### config.mk
export PLATFORM = sky130hd
export DESIGN_NAME = dec3_to_8
export DESIGN_NICKNAME = d
export VERILOG_FILES = /design/src/rtl/dec3_to_8.sv
export SDC_FILE = /design/constraint.sdc
export NUM_CORES = 1
export LEC_CHECK = 0
export CORE_AREA = 3 3 40 42
export DETAILED_ROUTE_END_ITERATION = 8
export DIE_AREA = 0 0 43 45
export PLACE_DENSITY = 0.54
export SETUP_SLACK_MARGIN = 0.5
export SLEW_MARGIN = 20
export SYNTH_ARGS = -nofsm -noshare
export SYNTH_HDL_FRONTEND = slang
export SYNTH_SLANG_ARGS = --single-unit
### constraint.sdc
create_clock -name clk -period 0.8 [get_ports clk]
set_input_delay 0.16 -clock clk [delete_from_list [all_inputs] [get_ports clk]]
set_output_delay 0.16 -clock clk [all_outputs]
set_load 0.005 [all_outputs]
### src/rtl/dec3_to_8.sv
// Registered 3-to-8 one-hot decoder with enable and selectable output polarity.
// q_vld is a registered copy of en; outputs are idle while disabled or in reset.
module dec3_to_8 #(
  parameter bit OUT_ACTIVE_LOW = 1'b0
) (
  input  logic       clk,
  input  logic       rst_n,
  input  logic [2:0] i,
  input  logic       en,
  output logic [7:0] q,
  output logic       q_vld
);

  localparam logic [7:0] IdleVal = OUT_ACTIVE_LOW ? 8'hFF : 8'h00;

  logic [7:0] dec_d;

  // Gate each line with en so an unknown index cannot leak into q while disabled.
  always_comb begin
    dec_d = '0;
    for (int k = 0; k < 8; k++) begin
      dec_d[k] = en & (i == 3'(k));
    end
    if (OUT_ACTIVE_LOW) begin
      dec_d = ~dec_d;
    end
  end

  always_ff @(posedge clk or negedge rst_n) begin
    if (!rst_n) begin
      q     <= IdleVal;
      q_vld <= 1'b0;
    end else begin
      q     <= dec_d;
      q_vld <= en;
    end
  end

endmodule

**Word level (Yosys, flattened, before mapping)**

Index checks and enable logic that the tools add are counted.

- Register bits: 9
- Word-level logic and storage cells: 18
- Output and inout bits: 9

- Bitwise logic cells: 8
- Reductions and logical operators: 1
- Equal/unequal tests: 7

Operators with widths:

| operator | number |
|---|---|
| 3-bit == test (second input constant) | 4 |
| 1-bit bitwise AND | 8 |
| 3-bit by 2-bit == test with 1-bit output (second input constant) | 2 |
| 3-bit by 1-bit == test with 1-bit output (second input constant) | 1 |
| 3-bit logical NOT | 1 |

**Logic depth before layout (Yosys ltp)**

- Depth after elaboration: 2
- Depth in mapped cells: 1

**Worst setup path before layout**

OpenSTA, ideal clock, no wires.

- Path kind: reg2out
- From: reg q[0]
- To: out q[0]
- Arrival: 0.349 ns
- Cell stages (with the launch flop): 1
- Buffers on the path: 0
- Setup slack: 0.291 ns
- Path through: dfrtp_1

RTL lines:

| what | line | text |
|---|---|---|
| from (decl) | 10 | `output logic [7:0] q,` |
| from (signal assigned) | 31 | `q <= IdleVal;` |

No word-level cell between the ends.

**Worst setup path after layout**

- From: reg q[1]
- To: out q[1]

No word-level cell between the ends.

==> flow_summary.ini <==
[status]
outcome = complete, but fails checks
failed_checks = negative hold slack, negative setup slack

[power]
power.internal_mw = 0.745
cellPowerDensity_nw_per_um2 = 1710
pwr-share-clk = 0.371
p_comb_frac = 0.135
sw_frac_of_total = 0.218
ir_drop_mv = 0.673
cellLeakagePower_nw = 0.299
seq_power_share = 0.494
switching_power_mw = 0.208

[detailed_routing]
antenna_left = 0
drc = 0
via_per_inst = 4.43
drt-total-wl_um = 760
first_pass_iters = 2
routedWlPerCell_um = 14.1
vias = 239
drt_iter0_markers = 1

[critical_path]
required_ps = 640
crit_path_max_incr_delay_ps = 370
critPathCaptureType = output port
worstPathArrival_ps = 760
cp-start-kind = register
path_max_fanout = 1
crit_start = q[1]
cp.depth = 1
path_cells = buf_2
cp_top_family = flip-flops
worst_path_max_delay_cell = dfrtp_1
path_buf_inv = 1
crit_end = q[1]
criticalPathCategory = register to output port

[timing]
finalHoldViolations = 9
finalCritPeriodShare = 1.15
clock.fmax_mhz = 1090
final.setup.worst_slack_ps = -118
fin_crit_ps = 918
slew_headroom = 0.885
setup_viol = 9
grt_setup_unrepaired = true
setup_tns_ps = -859
slew_violations = 0
timing.hold.ws_ps = -170
worstMarginPinSlew_ps = 171

[place]
dp_slack_ps = -351
portBuffers = 14
placed_area_sq_um = 497
place_congestion = 0.696
dp_hpwl_um = 428

[grt]
antenna_found_initial = 0
gr-total-overflow = 0
grt_usage = 0.0911
grt_first_pass_wirelength_um = 1120
grt_max_degree = 10
first_global_vias = 235

[final_layout]
final_layout_size_suffix_gt1_frac = 0.718
fin_util = 0.434
antenna_cells = 0
post-route-cell-area_sq_um = 558
layout.nets = 46
area_delta_synth_final_pct = 73.5

[floorplan]
initial_core_util = 0.250
dieArea_sq_um = 1940
fp.dieW_um = 43
io_pins = 15
rows = 13
die_y_um = 45
core_region_area_sq_um = 1280

[flow_run]
cap_viol_max_count = 0

[clocking]
cts.hold.buffers_added = 0
cts_buffers = 3
ctsHtreeMaxLevel = 1
post-cts-setup-buffers = 0
clock-sinks = 9
cts_tree = done
path_clk_slew_ps = 60
root_buffer = clkbuf_4
cts_buffer_depth = 2

[synthesis]
syn_nets = 23
synth_cell_types = 5
synth_seq_cells = 9
synthCells = 17
synth_area_sq_um = 322
ys_seq_area_frac = 0.700
yosysWarnings = 0
syn_avg_cell_area_sq_um = 18.9

[worst_hold_path]
hold_path.class = primary input to async pin
==> cells in the final DEF (no fill, tap or decap), types with 3 or more instances in the layout <==
cell,instances
and4b_2,3
and4bb_2,3
buf_12,3
buf_2,10
clkbuf_4,3
dfrtp_1,9
==> cells in the mapped netlist, drive strengths merged <==
cell	count	area, sq um
and4bb	3	37.5
nor4b	1	15.0
and4b	3	33.8
dfrtp	9	225
and4	1	10.0
==> cells by family after synthesis <==
logic type | after synthesis | synth area share
simple gates | 8 | 0.300
flops | 9 | 0.700
==> metal layers <==
layer / GRT usage / wire (um)
met5: 0 / 0
met4: 0.127 / 25
met3: 0.0438 / 67
met2: 0.123 / 391
met1: 0.0875 / 275
==> sequential cells by signal, summed over array words and instances, names as in the netlist <==
register / cells
q_vld: 1
q: 8
==> through the flow <==
stage,cells,total power [mW]
after floorplan,17,0.498
after global placement,48,0.578
after detailed placement,48,0.581
after CTS,52,0.950
after global routing,54,1.02
final,54,0.953
==> power groups by stage <==
| stage | combinational (mW) | clock, mW | sequential, mW |
|---|---|---|---|
| floorplan | 0.0165 | 0 | 0.482 |
| global placement | 0.0992 | 0 | 0.479 |
| detailed placement | 0.102 | 0 | 0.479 |
| CTS | 0.104 | 0.376 | 0.470 |
| global route | 0.139 | 0.407 | 0.471 |
| finish | 0.129 | 0.354 | 0.470 |
==> area by class of cell <==
| class | instances | area (sq um) |
|---|---|---|
| fillers | 131 | 727 |
| flip-flops and latches | 9 | 225 |
| repair buffers | 18 | 181 |
| multi-input cells | 8 | 106 |
| clock buffers | 4 | 26.3 |
| well taps | 15 | 18.8 |
==> how the worst min path moves through the flow <==
stage                      from    end  slack (ps)  cells past startpoint
after floorplan           rst_n   q[0]        -140                      0
after global placement    rst_n  q_vld         460                      2
final                     rst_n   q[6]        -170                      2
after detailed placement  rst_n  q_vld         450                      2
after CTS                  i[0]   q[0]          50                      2
after global routing      rst_n   q[3]        -160                      2
==> timing repair <==
action,4_1_cts,5_1_grt
endpoints found under the setup margin,27,25
hold endpoints to repair,0,9
pin swaps,5,6
gates resized for setup,64,6
gates cloned,0,2
Note: power is estimated with default switching activity, not from simulation.
